$ cat src/rtl/tnoc_flit_if_mux_arbiter.sv
// Packet-level round-robin arbiter that drives the one-hot select of a flit mux.
// A grant is held from head to tail so packets from different requesters never interleave.
module tnoc_flit_if_mux_arbiter #(
  parameter int ENTRIES     = 2,
  parameter int INDEX_WIDTH = $clog2(ENTRIES)
) (
  input  logic                   clk,
  input  logic                   rst_n,
  input  logic [ENTRIES-1:0]     i_request,
  input  logic                   i_flit_valid,
  input  logic                   i_flit_ready,
  input  logic                   i_tail,
  output logic [ENTRIES-1:0]     o_grant,
  output logic [INDEX_WIDTH-1:0] o_owner,
  output logic                   o_busy
);

  typedef enum logic {IDLE, LOCKED} state_t;

  state_t                 state_reg, state_next;
  logic [ENTRIES-1:0]     grant_reg, grant_next;
  logic [INDEX_WIDTH-1:0] owner_reg, owner_next;
  logic [INDEX_WIDTH-1:0] ptr_reg, ptr_next;
  logic                   busy_reg, busy_next;

  logic                   transfer;
  logic                   pkt_done;
  logic [INDEX_WIDTH-1:0] ptr_after;
  logic [ENTRIES-1:0]     arb_request;
  logic [INDEX_WIDTH-1:0] arb_ptr;
  logic [INDEX_WIDTH-1:0] arb_winner;
  logic                   arb_found;

  assign transfer  = i_flit_valid & i_flit_ready;
  assign pkt_done  = (state_reg == LOCKED) & transfer & i_tail;
  assign ptr_after = (owner_reg == INDEX_WIDTH'(ENTRIES - 1)) ? '0 : owner_reg + 1'b1;

  // On release the owner is masked and the search starts just past it,
  // which gives a zero-bubble hand-over without a back-to-back repeat winner.
  always_comb begin
    arb_request = i_request;
    arb_ptr     = ptr_reg;
    if (pkt_done) begin
      arb_request[owner_reg] = 1'b0;
      arb_ptr                = ptr_after;
    end
  end

  always_comb begin
    logic [INDEX_WIDTH-1:0] idx;
    idx        = '0;
    arb_found  = 1'b0;
    arb_winner = '0;
    for (int k = 0; k < ENTRIES; k++) begin
      idx = INDEX_WIDTH'((int'(arb_ptr) + k) % ENTRIES);
      if (!arb_found && arb_request[idx]) begin
        arb_found  = 1'b1;
        arb_winner = idx;
      end
    end
  end

  always_comb begin
    state_next = state_reg;
    grant_next = grant_reg;
    owner_next = owner_reg;
    ptr_next   = ptr_reg;
    busy_next  = busy_reg;
    case (state_reg)
      IDLE: begin
        if (arb_found) begin
          state_next             = LOCKED;
          grant_next             = '0;
          grant_next[arb_winner] = 1'b1;
          owner_next             = arb_winner;
          busy_next              = 1'b1;
        end
      end
      LOCKED: begin
        if (pkt_done) begin
          ptr_next = ptr_after;
          if (arb_found) begin
            grant_next             = '0;
            grant_next[arb_winner] = 1'b1;
            owner_next             = arb_winner;
            busy_next              = 1'b1;
          end else begin
            state_next = IDLE;
            grant_next = '0;
            owner_next = '0;
            busy_next  = 1'b0;
          end
        end
      end
      default: begin
        state_next = IDLE;
        grant_next = '0;
        owner_next = '0;
        busy_next  = 1'b0;
      end
    endcase
  end

  always_ff @(posedge clk or negedge rst_n) begin
    if (!rst_n) begin
      state_reg <= IDLE;
      grant_reg <= '0;
      owner_reg <= '0;
      ptr_reg   <= '0;
      busy_reg  <= 1'b0;
    end else begin
      state_reg <= state_next;
      grant_reg <= grant_next;
      owner_reg <= owner_next;
      ptr_reg   <= ptr_next;
      busy_reg  <= busy_next;
    end
  end

  assign o_grant = grant_reg;
  assign o_owner = owner_reg;
  assign o_busy  = busy_reg;

  a_grant_onehot0: assert property (@(posedge clk) disable iff (!rst_n)
    $onehot0(grant_reg));

  a_grant_hold: assert property (@(posedge clk) disable iff (!rst_n)
    (state_reg == LOCKED && !pkt_done) |=> $stable(grant_reg));

  a_grant_change: assert property (@(posedge clk) disable iff (!rst_n)
    !$stable(grant_reg) |-> $past(pkt_done || state_reg == IDLE));

endmodule
$ cat config.mk
export PLATFORM = sky130hd
export DESIGN_NAME = tnoc_flit_if_mux_arbiter
export DESIGN_NICKNAME = d
export VERILOG_FILES = /design/src/rtl/tnoc_flit_if_mux_arbiter.sv
export SDC_FILE = /design/constraint.sdc
export NUM_CORES = 1
export LEC_CHECK = 0
export ABC_AREA = 1
export BUFFER_PORTS_ARGS = -buffer_cell sky130_fd_sc_hd__buf_2
export CAP_MARGIN = 40
export CORE_AREA = 5 5 42 44
export CTS_BUF_LIST = sky130_fd_sc_hd__clkbuf_8 sky130_fd_sc_hd__clkbuf_16
export DETAILED_ROUTE_END_ITERATION = 7
export DIE_AREA = 0 0 47 49
export SYNTH_ARGS = -nofsm -noshare
export SYNTH_HDL_FRONTEND = slang
export SYNTH_SLANG_ARGS = --single-unit
$ cat constraint.sdc
create_clock -name clk -period 1.3 [get_ports clk]
set_input_delay 0.195 -clock clk [delete_from_list [all_inputs] [get_ports clk]]
set_output_delay 0.195 -clock clk [all_outputs]
set_load 0.02 [all_outputs]
Yosys cells after proc, flatten, opt, wreduce, memory -nomap -nowiden

Cells that the tools add are included.
W data, S select, Z words.

Output and inout bits: 4
Bits of input ports: 7
Logic and storage cells: 55
Memory bits (writable): 0
Latch bits: 0
Memories kept: 0
Bits in read-only memories: 0
Bits in registers: 6

Shift-type cells: 0
$add $sub $neg: 2
Reductions and logical operators: 5
Magnitude comparators: 6
Div/mod/pow operators: 0
Mux-type cells: 29
Bitwise operators: 6
Eq/ne operators: 2
Multipliers: 0

Operators with widths:

| operator              | count |
|---|---|
| $mux W1               | 19 |
| $lt A1 B2 Y1 const B  | 4 |
| $mux W2               | 4 |
| $pmux W1 S2           | 3 |
| $pmux W2 S2           | 1 |
| $and A1 B1 Y1         | 3 |
| $logic_and A1 B1 Y1   | 3 |
| $add A1 B1 Y1 const B | 2 |
| $and A2 B2 Y2         | 1 |
| $demux W1 S1          | 2 |
| $ge A1 B1 Y1 const B  | 2 |
| $ne A2 B1 Y1 const B  | 1 |
| $ne A2 B2 Y1 const B  | 1 |
| $not A2 Y2            | 1 |
| $reduce_and A2 Y1     | 1 |
| $logic_not A1 Y1      | 1 |
| $not A1 Y1            | 1 |

Logic depth before layout (Yosys ltp)

Gate-level depths: netlist of run 1.

Depth in word-level cells: 20
Mapped depth: 8
Gate-level depth less buffers: 8

Least setup slack after synthesis of run 1

No wires, ideal clock.

Path type: reg-to-reg
From: register state_reg
To: register grant_reg[0], in the netlist o_grant[0]
Cell stages (with the launch flop): 9
Arrival time: 913 ps
Required time: 1183 ps
Path buffers: 0
Setup time: 117 ps
Setup slack: 269 ps
Period minus slack after synthesis: 1031 ps
Cells stage by stage: dfrtp_1 > nand2_2 > inv_2 > nand2_2 > nand2_1 > nand2_2 > clkinv_1 > nand3_1 > nand2_1

Longest elaborated chain between the ends: 16
Elaborated cells on any way between the ends: 28
Those cells by class: add/sub (1); order compare (2); eq/ne (2); mux (16); bitwise (3); reduce/logical (4)

Ends and longest elaborated chain:

| item                                                               | RTL line | text |
|---|---|---|
| from (decl)                                                        | 20       | `state_t state_reg, state_next;` |
| from (signal assigned)                                             | 112      | `state_reg <= state_next;` |
| $and A1 B1 Y1 (2 in series)                                        | 35       | `assign pkt_done = (state_reg == LOCKED) & transfer & i_tail;` |
| $mux W2 or $mux W1 (tied branches)                                 | -        |  |
| $mux W1 (implied by the code) (2 in series)                        | 56       | `if (!arb_found && arb_request[idx]) begin` |
| $mux W1                                                            | 56       |  |
| $logic_not A1 Y1                                                   | 56       |  |
| $logic_and A1 B1 Y1                                                | 56       |  |
| $mux W1                                                            | 56       |  |
| $lt A1 B2 Y1 (implied by the code) or $ge A1 B1 Y1 (tied branches) | 74, 84   |  |
| $logic_and A1 B1 Y1 (implied by the code)                          | 74, 84   |  |
| $mux W1 (implied by the code)                                      | 74, 84   |  |
| $demux W1 S1                                                       | 74, 84   |  |
| $mux W2                                                            | 82       | `if (arb_found) begin` |
| $mux W2                                                            | 80       | `if (pkt_done) begin` |
| $pmux W2 S2                                                        | 69       | `case (state_reg)` |
| to (signal assigned)                                               | 113      | `grant_reg <= grant_next;` |
| to (decl)                                                          | 21       | `logic [ENTRIES-1:0] grant_reg, grant_next;` |

Parallel ways exist; a longest one is shown, timed or not. The select of a mux whose other input is x is not followed.
A chain may end at the register's enable or synchronous reset.

Final worst setup path of run 1

Same ends and word-level chain as after synthesis.

==> impl_metrics.ini, run 1 <==
[status]
run_status = finished clean

[global_routing]
first_global_vias = 257
track_usage_pct = 6.44
grt_max_degree = 6
overflow = 0
grt_pass1_wl_mm = 1.02
antenna_found_initial = 0

[critical_path]
startpoint = state_reg
critPathMaxFanout = 5
rr_endpoint = o_grant[0]
worst_ep_required_time_ns = 1.41
cp-start-kind = flop
crit_chain = nand2_2 -> inv_2 -> nand2_2 -> nand2_1 -> nand2_2 -> clkinv_1 -> nand3_1 -> nand2_1
worstSetupPathType = flop to flop
path_buf_inv = 2
cpMostUsedCell = nand2_2
cp.arrival_ns = 1.25
rr_worst_depth = 8
crit_family = simple AND/OR/NAND/NOR gates
critPathCaptureType = flop
cpPeakStageDelay_ns = 0.40
rrSetupSlack_ns = 0.16
reg2reg_from = state_reg
critPathSlowestCell = dfrtp_1

[sta]
rsz0062_at_grt = no
worst_hold_slack_ns = 0.243
setup-violations-final = 0
tightestPinTransition_ns = 0.147
slew_violations = 0
min_period_over_period_pct = 87.4
hold_violations = 0
skew_ns = 0.00477
relSlewSlack_pct = 90.1
tns_ns = 0
final.min_clock_period_ns = 1.14
max_freq_mhz = 880
fin_ws_ns = 0.164

[floorplanning]
rows = 14
start_util_pct = 19.6
io_pins = 11
die_w_microns = 47
die_area_sq_mm = 0.00230
die_h_microns = 49
core_sq_mm = 0.00140

[logic_synthesis]
yosys_most_used_dff = dfrtp_1
synth-edff-count = 0
yosys_warnings = 0
synth_top_area_cell = dfrtp_1
syn_nets = 44
async_flop_share_pct = 100
synth_top_cell_area_share_pct = 45.7
synth_common_cells = nand2_1, nand3_1, dfrtp_1, inv_1, nand2_2
synth.avg_cell_area_sq_um = 7.41
syn_area_sq_um = 274
ys_seq_area_share_pct = 45.7
ys_ff_latch = 5
synth.most_common_cell = nand2_1
synthTopCellsByArea = dfrtp_1, nand2_1, nand2_2
syn_inst = 37
ys_types = 11

[clock_tree]
cts_max_path_buffers = 2
path_clk_slew_ns = 0.04
cts_tree = done
clock-sinks = 5
h-tree-depth = 1
cts_buffers = 3
worst_skew_pair.late_latency_ns = 0.22
root_buffer = clkbuf_8

[finish]
multi_input_area_sq_um = 115
regArea_sq_um = 125
fin_area_sq_um = 393
drive_above_1_share_pct = 41.2
n_fill_cell = 150
diodes = 0
final_cell_count_no_fill = 67
fin_nets = 59
area_growth_pct = 43.4

[drt]
drt.antenna.violating_nets = 0
route.detailed.drc = 0
wirelength_microns = 578
via_count = 254
wl_per_cell_microns = 8.63
via_per_inst = 3.79
dr.pass1.iters = 4
first_iter_violations = 3

[pwr]
power_density_mw_per_mm2 = 1670
ir_drop_mv = 0.952
p_comb_share_pct = 24.2
p_leak_nw = 0.221
p_int_w = 0.000453
p_clk_share_pct = 43.9
pwr-share-seq_pct = 31.9
p_switching_w = 0.000204
swShare_pct = 31.0

[place]
place_inst = 62
place_ws_ns = 0.177
gp_congestion = 0.746
place_area_sq_um = 337
dpl.hpwl_microns = 460
io_buffers = 10

[worst_hold_path]
hold_start = i_request[1]
whs_path_depth = 3
hp-class = input pin to flop
min_to = state_reg

[job]
cap_violations = 0
-- placed cells by master (no fill, tap or decap) --
| cell | instances |
|---|---|
| inv_2 | 1 |
| clkinv_1 | 1 |
| nand2_1 | 10 |
| o21ai_0 | 1 |
| nand2_2 | 5 |
| clkinv_2 | 1 |
| dfrtp_1 | 5 |
| buf_2 | 10 |
| o21ai_1 | 1 |
| clkbuf_8 | 3 |
| nor2_2 | 1 |
| nand3_1 | 6 |
| dlygate4sd3_1 | 1 |
| inv_1 | 5 |
-- cell families (layout without fill, tap and decap cells) --
kind of cell,count (synthesis),after routing,synth area share (%)
AOI/OAI and AO/OA,2,2,3.65
buffers and inverters,8,22,12.3
and+or+nand+nor,22,22,38.4
DFF,5,5,45.7
-- metrics by stage --
| step | power [W] | utilization (%) |
|---|---|---|
| finish | 0.000657 | 28.0 |
| global route | 0.000711 | 28.0 |
| CTS | 0.000672 | 28.0 |
| detailed placement | 0.000370 | 24.0 |
| global placement | 0.000368 | 24.0 |
| floorplan | 0.000322 | - |
-- repair_timing --
| item | in CTS | in global routing |
|---|---|---|
| setup buffers | 0 | 0 |
| gates resized for setup | 0 | 0 |
| hold endpoints to repair | 5 | 0 |
| hold buffers | 1 | 0 |
-- worst max-delay path by stage --
stage            endpoint  cells after the start
6_report       o_grant[0]                      8
5_1_grt        o_grant[0]                      8
4_1_cts        o_grant[0]                      8
3_5_place_dp   o_grant[0]                      8
3_3_place_gp   o_grant[0]                      8
2_1_floorplan  o_grant[0]                      8
-- final cells by class --
| type | instances | area share, % |
|---|---|---|
| Sequential cell | 5 | 31.8 |
| Tap cell | 16 | 5.10 |
| Multi-Input combinational cell | 24 | 29.3 |
| Clock inverter | 1 | 1.27 |
| Inverter | 7 | 6.69 |
| Timing Repair Buffer | 11 | 15.3 |
| Clock buffer | 3 | 10.5 |
-- power by group through the flow --
stage	registers (W)	logic (W)	clock network, W
after CTS	0.000210	0.000162	0.000300
after detailed placement	0.000212	0.000158	0
after floorplan	0.000242	0.0000796	0
final	0.000209	0.000159	0.000288
after global placement	0.000211	0.000157	0
after global routing	0.000216	0.000179	0.000316
-- tightest hold or removal path: cells and delay by family --
kind | cells | cell delay (ns)
and+or+nand+nor | 2 | 0.14
buffers and inverters | 1 | 0.10
-- routing by layer --
layer  wire (microns)  vias to the layer above  track usage, %
met2              173                       14            5.88
met1              297                       96            9.60
met5                0                        -               0
li1                 -                      142               -
met4               16                        0            5.53
met3               90                        2            3.69
No activity file was read; power rests on OpenSTA's default activity.
==> inputs of run 2 (changes only) <==
--- a/config.mk
+++ b/config.mk
@@ -8,10 +8,13 @@
 export ABC_AREA = 1
 export BUFFER_PORTS_ARGS = -buffer_cell sky130_fd_sc_hd__buf_2
 export CAP_MARGIN = 40
-export CORE_AREA = 5 5 42 44
+export CELL_PAD_IN_SITES_DETAIL_PLACEMENT = 0
+export CELL_PAD_IN_SITES_GLOBAL_PLACEMENT = 2
+export CORE_MARGIN = 5
+export CORE_UTILIZATION = 21
 export CTS_BUF_LIST = sky130_fd_sc_hd__clkbuf_8 sky130_fd_sc_hd__clkbuf_16
 export DETAILED_ROUTE_END_ITERATION = 7
-export DIE_AREA = 0 0 47 49
+export PLACE_DENSITY_LB_ADDON = 0.1
 export SYNTH_ARGS = -nofsm -noshare
 export SYNTH_HDL_FRONTEND = slang
 export SYNTH_SLANG_ARGS = --single-unit
==> run 2 against run 1 <==
- flip-flop and latch count unchanged
- die area down 7.6%
- non-clock buffer count did not move
- clock skew rose by 0.00064 ns
- worst hold slack better by 0.0020 ns
- core utilization increased by 2.7 points
- total power down 0.19%
- worst setup slack gained 0.019 ns
- via count shrank 0.39%
- fmax is 1.7% higher
- final area is 0.64% lower
- critical endpoint unchanged
- highest routed layer unchanged
==> impl_metrics.ini, run 2 (synthesis results as in run 1) <==
[status]
run_status = finished clean

[critical_path]
critPathSlowestCell = dfrtp_1
crit_family = simple AND/OR/NAND/NOR gates
rr_worst_depth = 8
cpPeakStageDelay_ns = 0.39
cp-start-kind = flop
critPathMaxFanout = 5
rrSetupSlack_ns = 0.18
cpMostUsedCell = nand2_2
rr_endpoint = o_grant[0]
worst_ep_required_time_ns = 1.41
critPathCaptureType = flop
path_buf_inv = 2
reg2reg_from = state_reg
startpoint = state_reg
worstSetupPathType = flop to flop
crit_chain = nand2_2 -> inv_2 -> nand2_2 -> nand2_1 -> nand2_2 -> clkinv_1 -> nand3_1 -> nand2_1
cp.arrival_ns = 1.23

[finish]
diodes = 0
fin_area_sq_um = 390
final_cell_count_no_fill = 66
finalCoreUtilization_pct = 30.8
area_growth_pct = 42.5
n_fill_cell = 145
fin_nets = 59
final_cell_mix = nand2_1, buf_2, inv_1, nand3_1
drive_above_1_share_pct = 39.2

[clock_tree]
clock-sinks = 5
path_clk_slew_ns = 0.03
cts_tree = done
h-tree-depth = 1
worst_skew_pair.late_latency_ns = 0.23
root_buffer = clkbuf_8
cts_buffers = 3
cts_max_path_buffers = 2
cts_setup_buffers = 0

[pwr]
p_leak_nw = 0.222
power_density_mw_per_mm2 = 1680
ir_drop_mv = 0.837

[drt]
route.detailed.drc = 0
wirelength_microns = 628
first_iter_violations = 2
wl_per_cell_microns = 9.52
drt.antenna.violating_nets = 0
via_per_inst = 3.83
dr.pass1.iters = 3
via_count = 253

[place]
place_ws_ns = 0.179
place_inst = 61
dpl.hpwl_microns = 499
gp_congestion = 0.744
io_buffers = 10
place_area_sq_um = 335

[floorplanning]
die_w_microns = 46.1
die_h_microns = 46.1
start_util_pct = 21.6
core_sq_mm = 0.00127
io_pins = 11
rows = 13
die_area_sq_mm = 0.00213

[global_routing]
first_global_vias = 249
grt_pass1_wl_mm = 1.04
track_usage_pct = 7.99
grt_max_degree = 6
overflow = 0
antenna_found_initial = 0

[worst_hold_path]
min_to = state_reg
hp-class = input pin to flop
hold_start = i_request[0]
whs_path_depth = 3

[sta]
max_freq_mhz = 895
final.min_clock_period_ns = 1.12
relSlewSlack_pct = 90.6
min_period_over_period_pct = 85.9
tns_ns = 0
tightestPinTransition_ns = 0.139
rsz0062_at_grt = no
skew_ns = 0.00541
slew_violations = 0
hold_violations = 0
setup-violations-final = 0
fin_ws_ns = 0.183

[job]
cap_violations = 0
-- run 2: changes by cell type in the layout (fill, tap and decap cells not counted), sizes merged --
cell	before	now
inv	6	7
clkinv	2	1
-- run 2: per-stage QoR --
step | hold slack (ns) | power, W
6_report | 0.245 | 0.000656
5_1_grt | 0.279 | 0.000700
4_1_cts | 0.249 | 0.000664
3_5_place_dp | 0.0146 | 0.000371
3_3_place_gp | 0.0185 | 0.000370
2_1_floorplan | -0.101 | 0.000322
-- run 2: worst max path at each step --
| stage | end | slack [ns] | cells past startpoint |
|---|---|---|---|
| 6_report | o_grant[0] | 0.18 | 8 |
| 5_1_grt | o_grant[0] | 0.09 | 7 |
| 4_1_cts | o_grant[0] | 0.17 | 8 |
| 3_5_place_dp | o_grant[0] | 0.18 | 8 |
| 3_3_place_gp | o_grant[0] | 0.19 | 8 |
| 2_1_floorplan | o_grant[0] | 0.27 | 8 |
-- run 2: where the power goes --
| part | switching [W] | internal [W] | total, W | leakage [nW] |
|---|---|---|---|---|
| combinational | 0.0000996 | 0.0000569 | 0.000157 | 0.137 |
| clock | 0.0000847 | 0.000203 | 0.000288 | 0.0269 |
| sequential | 0.0000212 | 0.000190 | 0.000211 | 0.0580 |
-- run 2: area by class of cell --
class / count / area (sq um) / area share (%)
Clock buffer: 3 / 41.3 / 10.6
Clock inverter: 1 / 3.75 / 0.962
Inverter: 7 / 26.3 / 6.73
Multi-Input combinational cell: 24 / 115 / 29.5
Sequential cell: 5 / 125 / 32.1
Tap cell: 15 / 18.8 / 4.81
Timing Repair Buffer: 11 / 60.1 / 15.4
-- run 2: layer usage --
metal / wire, microns / vias up / share of wire, % / global-route usage (%)
li1: - / 140 / - / -
met1: 255 / 103 / 41 / 8.08
met2: 289 / 6 / 46 / 9.89
met3: 61 / 4 / 9.7 / 7.03
met4: 21 / 0 / 3.3 / 6.82
met5: 0 / - / 0 / 0
-- run 2: repair_timing --
action / in CTS / in global routing
resized for setup: 0 / 0
endpoints found under the hold margin: 5 / 0
endpoints found under the setup margin: 0 / 0
hold buffers: 1 / 0
-- run 2: worst reg2reg max path, delay by kind of cell (launching register included) --
| family | cells | cell delay (ns) |
|---|---|---|
| AND/OR/NAND/NOR | 6 | 0.49 |
| flip-flops | 1 | 0.39 |
| buffers and inverters | 2 | 0.13 |
==> inputs of run 3 (changes only) <==
--- a/config.mk
+++ b/config.mk
@@ -15,6 +15,7 @@
 export CTS_BUF_LIST = sky130_fd_sc_hd__clkbuf_8 sky130_fd_sc_hd__clkbuf_16
 export DETAILED_ROUTE_END_ITERATION = 7
 export PLACE_DENSITY_LB_ADDON = 0.1
+export RECOVER_POWER = 100
 export SYNTH_ARGS = -nofsm -noshare
 export SYNTH_HDL_FRONTEND = slang
 export SYNTH_SLANG_ARGS = --single-unit
==> run 3 against run 2 <==
- fmax fell by 2.4%
- clock-buffer cell count did not move
- global-route usage did not move
- register-to-register slack got worse by 0.03 ns
- critical path depth did not move
- non-clock buffer count did not move
- flip-flop and latch count did not move
- clock skew barely moved
- sequential power barely moved
- total power fell by 1.6%
==> impl_metrics.ini, run 3 (synthesis results as in run 1) <==
[status]
run_status = finished clean

[clock_tree]
clock-sinks = 5
path_clk_slew_ns = 0.03
cts_setup_buffers = 0
cts_resized = 0
worst_skew_pair.late_latency_ns = 0.23
cts_max_path_buffers = 2
cts_tree = done
cts_buffers = 3
h-tree-depth = 1
root_buffer = clkbuf_8

[sta]
final.min_clock_period_ns = 1.14
setup-violations-final = 0
max_freq_mhz = 874
skew_ns = 0.00572
worst_hold_slack_ns = 0.250
relSlewSlack_pct = 81.8
tns_ns = 0
hold_violations = 0
min_period_over_period_pct = 88.0
slew_violations = 0
tightestPinTransition_ns = 0.273
rsz0062_at_grt = no

[pwr]
totalPowerFinal_w = 0.000645
swShare_pct = 31.8
ir_drop_mv = 0.836
power_density_mw_per_mm2 = 1700
pwr-share-seq_pct = 32.9
p_switching_w = 0.000205
p_int_w = 0.000440
p_leak_nw = 0.206
p_comb_share_pct = 22.6
p_clk_share_pct = 44.5

[floorplanning]
rows = 13
die_w_microns = 46.1
die_h_microns = 46.1
start_util_pct = 21.6
core_sq_mm = 0.00127
io_pins = 11
die_area_sq_mm = 0.00213

[place]
place_inst = 61
gp_congestion = 0.744
io_buffers = 10
dpl.hpwl_microns = 499

[worst_hold_path]
whs_path_depth = 3
hp-class = input pin to flop
hold_start = i_request[1]
min_to = state_reg

[critical_path]
critPathCaptureType = flop
cpPeakStageDelay_ns = 0.38
critPathMaxFanout = 5
rrSetupSlack_ns = 0.16
crit_chain = nand2_1 -> inv_2 -> nand2_2 -> nand3_1 -> nand2_2 -> clkinv_1 -> nand3_1 -> nand2_1
rr_endpoint = o_grant[0]
crit_family = simple AND/OR/NAND/NOR gates
critPathSlowestCell = dfrtp_1
cp-start-kind = flop
path_buf_inv = 2
reg2reg_from = state_reg
cp.arrival_ns = 1.25
rr_worst_depth = 8
worstSetupPathType = flop to flop
worst_ep_required_time_ns = 1.41

[drt]
wl_per_cell_microns = 9.55
first_iter_violations = 2
via_count = 253
route.detailed.drc = 0
wirelength_microns = 630
drt.antenna.violating_nets = 0
via_per_inst = 3.83
dr.pass1.iters = 3

[finish]
final_cell_count_no_fill = 66
final_cell_mix = nand2_1, inv_1, nand3_1
finalCoreUtilization_pct = 29.9
fin_nets = 59
diodes = 0
drive_above_1_share_pct = 25.5
area_growth_pct = 38.4
layout_commonest_cell = nand2_1

[global_routing]
track_usage_pct = 7.99
overflow = 0
grt_pass1_wl_mm = 1.04
first_global_vias = 249
grt_max_degree = 6
antenna_found_initial = 0

[job]
cap_violations = 0
## run 3: cell count changes in the layout (fill, tap and decap cells not counted), sizes merged
cell    change
buf         -5
clkbuf      +5
## run 3: power groups by stage
| stage | Sequential (W) | Clock [W] | Combinational, W |
|---|---|---|---|
| floorplan | 0.000242 | 0 | 0.0000796 |
| global placement | 0.000211 | 0 | 0.000159 |
| finish | 0.000212 | 0.000287 | 0.000146 |
| CTS | 0.000212 | 0.000292 | 0.000160 |
| detailed placement | 0.000213 | 0 | 0.000158 |
| global route | 0.000217 | 0.000307 | 0.000166 |
## run 3: cell type report
| class | count | area [sq um] |
|---|---|---|
| flip-flops and latches | 5 | 125 |
| fillers | 151 | 890 |
| clock buffers | 3 | 41.3 |
| clock inverters | 1 | 3.75 |
| well taps | 15 | 18.8 |
| inverters | 7 | 26.3 |
| repair buffers | 11 | 53.8 |
| multi-input cells | 24 | 110 |
## run 3: repair_timing
| item | 4_1_cts | 5_1_grt |
|---|---|---|
| setup endpoints to repair | 0 | 0 |
| endpoints found under the hold margin | 5 | 0 |
| hold buffers | 1 | 0 |
## run 3: per-layer routing
| metal | part of all wire (%) | track usage (%) |
|---|---|---|
| met2 | 47 | 9.89 |
| met3 | 8.9 | 7.03 |
| met1 | 41 | 8.08 |
| met4 | 3.2 | 6.82 |
| met5 | 0 | 0 |
## run 3: tightest hold or removal path, stage by stage
cell	delay [ns]
buf_2	0.11
nand2_1	0.07
nand3_1	0.06
## run 3: worst max path at each step
stage                 end  startpoint  depth (start not counted)  slack, ns
2_1_floorplan  o_grant[0]   state_reg                          8       0.27
3_3_place_gp   o_grant[0]   state_reg                          8       0.19
3_5_place_dp   o_grant[0]   state_reg                          8       0.18
4_1_cts        o_grant[0]   state_reg                          8       0.17
5_1_grt        o_grant[0]   state_reg                          7       0.06
6_report       o_grant[0]   state_reg                          8       0.16
## run 3: stage by stage
step | worst slack [ns] | cell area, sq um
2_1_floorplan | 0.269 | 274
3_3_place_gp | 0.192 | 335
3_5_place_dp | 0.179 | 335
4_1_cts | 0.169 | 390
5_1_grt | 0.0596 | 379
6_report | 0.156 | 379
